==> config.mk <==
export PLATFORM = sky130hd
export DESIGN_NAME = aes_key_expander
export DESIGN_NICKNAME = d
export VERILOG_FILES = /design/src/rtl/aes_key_expander.sv
export SDC_FILE = /design/constraint.sdc
export NUM_CORES = 2
export LEC_CHECK = 0
export BUFFER_PORTS_ARGS = -buffer_cell sky130_fd_sc_hd__buf_2
export CAP_MARGIN = 10
export CELL_PAD_IN_SITES_DETAIL_PLACEMENT = 1
export CELL_PAD_IN_SITES_GLOBAL_PLACEMENT = 2
export CORE_MARGIN = 2
export CORE_UTILIZATION = 48
export CTS_CLUSTER_SIZE = 10
export DETAILED_ROUTE_END_ITERATION = 8
export GPL_ROUTABILITY_DRIVEN = 0
export HOLD_SLACK_MARGIN = 0.08
export PLACE_DENSITY_LB_ADDON = 0.1
export SLEW_MARGIN = 30
export SYNTH_ARGS = -nofsm -noshare
export SYNTH_HDL_FRONTEND = slang
export SYNTH_SLANG_ARGS = --single-unit
==> constraint.sdc <==
create_clock -name clock -period 11.3 [get_ports clock]
set_input_delay 0.565 -clock clock [delete_from_list [all_inputs] [get_ports clock]]
set_output_delay 0.565 -clock clock [all_outputs]
set_load 0.1 [all_outputs]
==> src/rtl/aes_key_expander.sv <==
`default_nettype none
// ============================================================================
// Module   : aes_key_expander (with helper module aes_sbox)
// Purpose  : AES-128 key schedule generator. The cipher key is captured one
//            32-bit column per cycle. Words w4..w43 are then computed one per
//            cycle and held in a 44-word store. A combinational read port
//            serves round keys to the AddRoundKey datapath.
// Ports    : clock, reset       - clock, synchronous active-high reset
//            key_start          - pulse; key column 0 is present this cycle
//            key_col_in[31:0]   - key column, [31:24] = row-0 byte
//            rk_round[3:0]      - round-key select 0..10 (>10 reads zero)
//            rk_col[1:0]        - column within the round key
//            rk_word[31:0]      - w[4*rk_round + rk_col]
//            key_expand_done    - schedule complete (level)
//            key_busy           - high while loading or expanding
//            dbg_word_idx[5:0]  - index of the word being written
// Options  : KEYEXP_ZEROIZE_EN - reset clears the store, and rk_word reads
//            zero while key_expand_done is low.
// Revision : 1.0 - initial release
// ============================================================================

// Combinational AES forward S-box.
module aes_sbox (
  input  logic [7:0] in_byte,
  output logic [7:0] out_byte
);
  localparam logic [7:0] SBOX [256] = '{
    8'h63, 8'h7c, 8'h77, 8'h7b, 8'hf2, 8'h6b, 8'h6f, 8'hc5, 8'h30, 8'h01, 8'h67, 8'h2b, 8'hfe, 8'hd7, 8'hab, 8'h76,
    8'hca, 8'h82, 8'hc9, 8'h7d, 8'hfa, 8'h59, 8'h47, 8'hf0, 8'had, 8'hd4, 8'ha2, 8'haf, 8'h9c, 8'ha4, 8'h72, 8'hc0,
    8'hb7, 8'hfd, 8'h93, 8'h26, 8'h36, 8'h3f, 8'hf7, 8'hcc, 8'h34, 8'ha5, 8'he5, 8'hf1, 8'h71, 8'hd8, 8'h31, 8'h15,
    8'h04, 8'hc7, 8'h23, 8'hc3, 8'h18, 8'h96, 8'h05, 8'h9a, 8'h07, 8'h12, 8'h80, 8'he2, 8'heb, 8'h27, 8'hb2, 8'h75,
    8'h09, 8'h83, 8'h2c, 8'h1a, 8'h1b, 8'h6e, 8'h5a, 8'ha0, 8'h52, 8'h3b, 8'hd6, 8'hb3, 8'h29, 8'he3, 8'h2f, 8'h84,
    8'h53, 8'hd1, 8'h00, 8'hed, 8'h20, 8'hfc, 8'hb1, 8'h5b, 8'h6a, 8'hcb, 8'hbe, 8'h39, 8'h4a, 8'h4c, 8'h58, 8'hcf,
    8'hd0, 8'hef, 8'haa, 8'hfb, 8'h43, 8'h4d, 8'h33, 8'h85, 8'h45, 8'hf9, 8'h02, 8'h7f, 8'h50, 8'h3c, 8'h9f, 8'ha8,
    8'h51, 8'ha3, 8'h40, 8'h8f, 8'h92, 8'h9d, 8'h38, 8'hf5, 8'hbc, 8'hb6, 8'hda, 8'h21, 8'h10, 8'hff, 8'hf3, 8'hd2,
    8'hcd, 8'h0c, 8'h13, 8'hec, 8'h5f, 8'h97, 8'h44, 8'h17, 8'hc4, 8'ha7, 8'h7e, 8'h3d, 8'h64, 8'h5d, 8'h19, 8'h73,
    8'h60, 8'h81, 8'h4f, 8'hdc, 8'h22, 8'h2a, 8'h90, 8'h88, 8'h46, 8'hee, 8'hb8, 8'h14, 8'hde, 8'h5e, 8'h0b, 8'hdb,
    8'he0, 8'h32, 8'h3a, 8'h0a, 8'h49, 8'h06, 8'h24, 8'h5c, 8'hc2, 8'hd3, 8'hac, 8'h62, 8'h91, 8'h95, 8'he4, 8'h79,
    8'he7, 8'hc8, 8'h37, 8'h6d, 8'h8d, 8'hd5, 8'h4e, 8'ha9, 8'h6c, 8'h56, 8'hf4, 8'hea, 8'h65, 8'h7a, 8'hae, 8'h08,
    8'hba, 8'h78, 8'h25, 8'h2e, 8'h1c, 8'ha6, 8'hb4, 8'hc6, 8'he8, 8'hdd, 8'h74, 8'h1f, 8'h4b, 8'hbd, 8'h8b, 8'h8a,
    8'h70, 8'h3e, 8'hb5, 8'h66, 8'h48, 8'h03, 8'hf6, 8'h0e, 8'h61, 8'h35, 8'h57, 8'hb9, 8'h86, 8'hc1, 8'h1d, 8'h9e,
    8'he1, 8'hf8, 8'h98, 8'h11, 8'h69, 8'hd9, 8'h8e, 8'h94, 8'h9b, 8'h1e, 8'h87, 8'he9, 8'hce, 8'h55, 8'h28, 8'hdf,
    8'h8c, 8'ha1, 8'h89, 8'h0d, 8'hbf, 8'he6, 8'h42, 8'h68, 8'h41, 8'h99, 8'h2d, 8'h0f, 8'hb0, 8'h54, 8'hbb, 8'h16
  };

  assign out_byte = SBOX[in_byte];
endmodule

module aes_key_expander #(
  parameter int NUM_ROUNDS = 10,
  parameter int WORD_W     = 32
) (
  input  logic              clock,
  input  logic              reset,
  input  logic              key_start,
  input  logic [WORD_W-1:0] key_col_in,
  input  logic [3:0]        rk_round,
  input  logic [1:0]        rk_col,
  output logic [WORD_W-1:0] rk_word,
  output logic              key_expand_done,
  output logic              key_busy,
  output logic [5:0]        dbg_word_idx
);

  localparam int        NUM_WORDS = 4 * (NUM_ROUNDS + 1);
  localparam logic [5:0] LAST_IDX = 6'(NUM_WORDS - 1);

  typedef enum logic [1:0] {
    IDLE   = 2'd0,
    LOAD   = 2'd1,
    EXPAND = 2'd2,
    DONE   = 2'd3
  } state_t;

  state_t            state_q, state_d;
  logic [5:0]        idx_q, idx_d;
  logic              done_q, done_d;
  logic [3:0]        rnd_q, rnd_d;     // round counter driving Rcon
  logic [WORD_W-1:0] mem_q [NUM_WORDS];
  logic [WORD_W-1:0] mem_d [NUM_WORDS];

  logic              wr_en;
  logic [5:0]        wr_addr;
  logic [WORD_W-1:0] wr_data;

  // ---------------------------------------------------------------------------
  // Next-word datapath: w[i] = w[i-4] ^ temp
  // ---------------------------------------------------------------------------
  logic [WORD_W-1:0] w_prev, w_back4, rot_word, sub_word, temp_word, next_word;
  logic [7:0]        rcon;

  assign w_prev   = mem_q[idx_q - 6'd1];
  assign w_back4  = mem_q[idx_q - 6'd4];
  assign rot_word = {w_prev[23:0], w_prev[31:24]};

  for (genvar g = 0; g < 4; g++) begin : g_sbox
    aes_sbox u_sbox (
      .in_byte  (rot_word[8*g +: 8]),
      .out_byte (sub_word[8*g +: 8])
    );
  end

  always_comb begin
    rcon = 8'h00;
    case (rnd_q)
      4'd1:    rcon = 8'h01;
      4'd2:    rcon = 8'h02;
      4'd3:    rcon = 8'h04;
      4'd4:    rcon = 8'h08;
      4'd5:    rcon = 8'h10;
      4'd6:    rcon = 8'h20;
      4'd7:    rcon = 8'h40;
      4'd8:    rcon = 8'h80;
      4'd9:    rcon = 8'h1b;
      4'd10:   rcon = 8'h36;
      default: rcon = 8'h00;
    endcase
  end

  assign temp_word = (idx_q[1:0] == 2'b00) ? (sub_word ^ {rcon, 24'h0}) : w_prev;
  assign next_word = w_back4 ^ temp_word;

  // ---------------------------------------------------------------------------
  // Control FSM: next state and write strobes
  // ---------------------------------------------------------------------------
  always_comb begin
    state_d = state_q;
    idx_d   = idx_q;
    done_d  = done_q;
    rnd_d   = rnd_q;
    wr_en   = 1'b0;
    wr_addr = idx_q;
    wr_data = key_col_in;

    if (key_start) begin
      // A new key always restarts from column 0, from any state.
      state_d = LOAD;
      idx_d   = 6'd1;
      done_d  = 1'b0;
      wr_en   = 1'b1;
      wr_addr = 6'd0;
    end else begin
      case (state_q)
        LOAD: begin
          wr_en = 1'b1;
          if (idx_q == 6'd3) begin
            state_d = EXPAND;
            idx_d   = 6'd4;
            rnd_d   = 4'd1;
          end else begin
            idx_d = idx_q + 6'd1;
          end
        end
        EXPAND: begin
          wr_en   = 1'b1;
          wr_data = next_word;
          // Advance Rcon once the first word of a round has consumed it.
          if (idx_q[1:0] == 2'b00) rnd_d = rnd_q + 4'd1;
          if (idx_q == LAST_IDX) begin
            state_d = DONE;
            done_d  = 1'b1;
          end else begin
            idx_d = idx_q + 6'd1;
          end
        end
        default: ;
      endcase
    end
  end

  always_ff @(posedge clock) begin
    if (reset) begin
      state_q <= IDLE;
      idx_q   <= 6'd0;
      done_q  <= 1'b0;
      rnd_q   <= 4'd0;
    end else begin
      state_q <= state_d;
      idx_q   <= idx_d;
      done_q  <= done_d;
      rnd_q   <= rnd_d;
    end
  end

  // ---------------------------------------------------------------------------
  // Schedule storage
  // ---------------------------------------------------------------------------
  always_comb begin
    mem_d = mem_q;
    if (wr_en) mem_d[wr_addr] = wr_data;
  end

`ifdef KEYEXP_ZEROIZE_EN
  always_ff @(posedge clock) begin
    if (reset) begin
      for (int i = 0; i < NUM_WORDS; i++) mem_q[i] <= '0;
    end else begin
      mem_q <= mem_d;
    end
  end
`else
  always_ff @(posedge clock) begin
    mem_q <= mem_d;
  end
`endif

  // ---------------------------------------------------------------------------
  // Read port and status
  // ---------------------------------------------------------------------------
  logic [5:0]        rd_addr;
  logic [WORD_W-1:0] rd_word;

  assign rd_addr = {rk_round, 2'b00} + {4'b0000, rk_col};
  assign rd_word = (rk_round > 4'd10) ? '0 : mem_q[rd_addr];

`ifdef KEYEXP_ZEROIZE_EN
  assign rk_word = done_q ? rd_word : '0;
`else
  assign rk_word = rd_word;
`endif

  assign key_expand_done = done_q;
  assign key_busy        = (state_q == LOAD) || (state_q == EXPAND);
  // idx_q rests at 43 in DONE and at 0 after reset, matching the debug view.
  assign dbg_word_idx    = idx_q;

endmodule
`default_nettype wire
==> out/metrics.csv <==
metric;value;unit
CP max stage cell;buf_4;
Slew HR;0.2416;
WS Path Type;register to register;
clk_skew;0.06084;ns
IO Pins;81;
worst path required time;11.91;ns
CTS tree;built;
Static Leak;31.51;nW
Final #Nets;6601;
TritonCTS buffer count;168;
Worst EP arrival;9.54;ns
Routed WL per cell;45.85;um
hold slack;0.3356;ns
Multi-input gate area;47320;um2
most frequent CP cell;buf_4;
VDD IR max;0.1677;mV
Die X;444.3;um
CP Cell Sequence;buf_12 > buf_4 > mux4_2 > and3_1 > a211oi_1 > o21ai_0 > a32o_1 > buf_4 > ha_1 > nand3_1 > nand3_1 > a211oi_1 > or4_1 > a311o_1 > o21ai_0 > nor3_1 > o31ai_4 > buf_4;
Fin Setup TNS;0;ns
final slew viol count;0;
count of cell types in the netlist;124;
clk_lat worst skew;0.87;ns
CTS sink cnt;1429;
die area;197400;um2
Root Buffer;clkbuf_16;
Min-Delay Path Class;primary input to register;
CP peak stage delay;0.81;ns
Clock transition at path regs;0.06;ns
initial antenna violation count;15;
top cell type by total area after synthesis;edfxtp_1;
Initial Util;0.4832;
drt first pass iters;6;
syn nets;6750;
Final Cycle Share;0.7900;
actual slew at the worst max-slew pin;1.130;ns
highest clock rate;112.0;MHz
postcts setup bufs;0;
Ys Warns;0;
final worst slack;2.373;ns
Reg area;42710;um2
nature of the critical path endpoint;register;
Total GRT Usage;0.4187;
pin count of the biggest net entering global routing;99;
Die Y;444.3;um
maximum fanout along the worst path;98;
DR vias;73709;
synthesis-stage register bit count;1429;
WL final;416700;um
status;complete, no violations;
CTS HTree Levels;4;
Fill cells;18365;
top post-synthesis cells by area;edfxtp_1, mux4_2, nand2_1, mux2i_1, o21ai_0;
async set-reset flop share out of synthesis;0;
Post-DRT Antenna Nets;0;
Rows;161;
aggregate global routing overflow;0;
Post-synth EDFFs;1408;
cell area after synthesis;93060;um2
CTS Buffer Depth;3;
Final Hold Fails;0;
Seq/Total Area, Yosys;0.4589;
RSZ-0062 raised after global routing;no;
vias in the first global route;72740;
Iter 0 DRT Violations;12514;
DP HPWL;262100;um
max_cap viols;0;
Startpoint Class;register;
I/O Buffers;80;
# DRC;0;
syn_area_per_cell;14.01;um2
core area;192600;um2
Layout Utilization;0.5254;
Synth Instances;6640;
area grow syn2layout;8.732;%
Tmin final;8.927;ns
Place WS;2.722;ns
fraction of layout cells with a size suffix above 1;0.2900;
predominant post-synthesis flop cell;edfxtp_1;
first-pass GRT wire length;583100;um
P per Cell Area;160.7;nW/um2
final setup vio count;0;
vias per cell;8.111;
Synth top area share;0.4544;
[registers in the layout, summed over array words and instances (netlist names)]
name,count
mem_q,1408
dbg_word_idx,6
rnd_q,4
rcon,8
state_q,2
key_expand_done,1
[per-stage QoR]
| step | total power [mW] | instance area [um2] | cells |
|---|---|---|---|
| finish | 16.26 | 101200 | 9088 |
| global route | 16.58 | 101200 | 9082 |
| CTS | 16.03 | 101100 | 9080 |
| detailed placement | 11.11 | 96330 | 8844 |
| global placement | 11.12 | 96090 | 8833 |
| floorplan | 9.323 | 93060 | 6640 |
[cells in the mapped netlist (43+ instances only)]
cell,n
buf_2,205
o21ai_1,43
o211ai_1,117
a211oi_1,111
buf_1,110
a21oi_1,242
and3_1,57
ha_1,69
nor2_1,315
inv_1,52
buf_4,74
clkbuf_1,262
nand3_1,175
a311oi_1,52
a31oi_1,86
o21ai_0,272
edfxtp_1,1408
and2_1,44
nand2_1,563
o22ai_1,94
mux2i_1,192
o311ai_0,50
nor3_1,101
mux4_2,1126
[cells in the final DEF, fill, tap and decap left out, types with 101 or more instances in the layout]
cell / synthesis / layout
a211oi_1: 111 / 110
a21oi_1: 242 / 241
buf_4: 74 / 276
clkbuf_16: 0 / 172
edfxtp_1: 1408 / 1408
mux2i_1: 192 / 192
mux4_2: 1126 / 1126
nand2_1: 563 / 556
nand3_1: 175 / 175
nor2_1: 315 / 275
nor3_1: 101 / 101
o211ai_1: 117 / 117
o21ai_0: 272 / 265
[power breakdown]
| part | internal [mW] | switching (mW) |
|---|---|---|
| Clock | 2.77 | 2.21 |
| Sequential | 5.88 | 0.0203 |
| Combinational | 1.66 | 3.72 |
[routing by layer]
layer  up-vias  share of wire  global-route usage
met5         -        0.00021                   0
met4        14          0.074              0.2493
met3      1340           0.14              0.1334
met2      6480           0.43              0.6118
met1     38233           0.35              0.5491
li1      27642              -                   -
[path summary, 6_finish.rpt]
path	from	end	slack (ns)	cells after the start
worst max-delay path	dbg_word_idx[0]$_SDFFE_PP0P_	mem_q[878]$_DFFE_PP_	2.37	18
worst min-delay path	key_start	dbg_word_idx[1]$_SDFFE_PP0P_	0.34	2
worst max register to register	dbg_word_idx[0]$_SDFFE_PP0P_	mem_q[878]$_DFFE_PP_	2.37	18
worst min register to register	state_q[1]$_SDFFE_PP0P_	state_q[1]$_SDFFE_PP0P_	0.53	1
[critical path, delay by kind of cell, from the launching register on]
kind	cells	cell delay, ns
compound gates	7	2.49
fa+ha+maj	1	0.58
buf+inv	4	2.13
flops	1	0.69
mux	1	0.60
simple gates	5	2.00
[final cells by class]
type | instances | share of cell area
diodes | 6 | 0.0001484
clock buffers | 211 | 0.04408
clock inverters | 24 | 0.002968
inverters | 65 | 0.002547
multi-input cells | 4449 | 0.4677
flip-flops and latches | 1429 | 0.4221
well taps | 2526 | 0.03124
repair buffers | 378 | 0.02917
[cells by family (layout without fill, tap and decap cells)]
kind of cell / after synthesis / count (layout) / share of synthesized area
fa+ha+maj: 69 / 69 / 0.009278
buf+inv: 762 / 678 / 0.04086
mux: 1341 / 1341 / 0.2969
simple gates: 1438 / 1438 / 0.07159
other cells: 0 / 6 / 0
xor+xnor: 54 / 54 / 0.005244
flops: 1429 / 1429 / 0.4589
compound gates: 1547 / 1547 / 0.1172
[repair_timing]
item,4_1_cts,5_1_grt
gates resized for setup,0,0
hold buffers,1,0
endpoints found under the hold margin,5,0
Note: power is estimated with default switching activity, not from simulation.
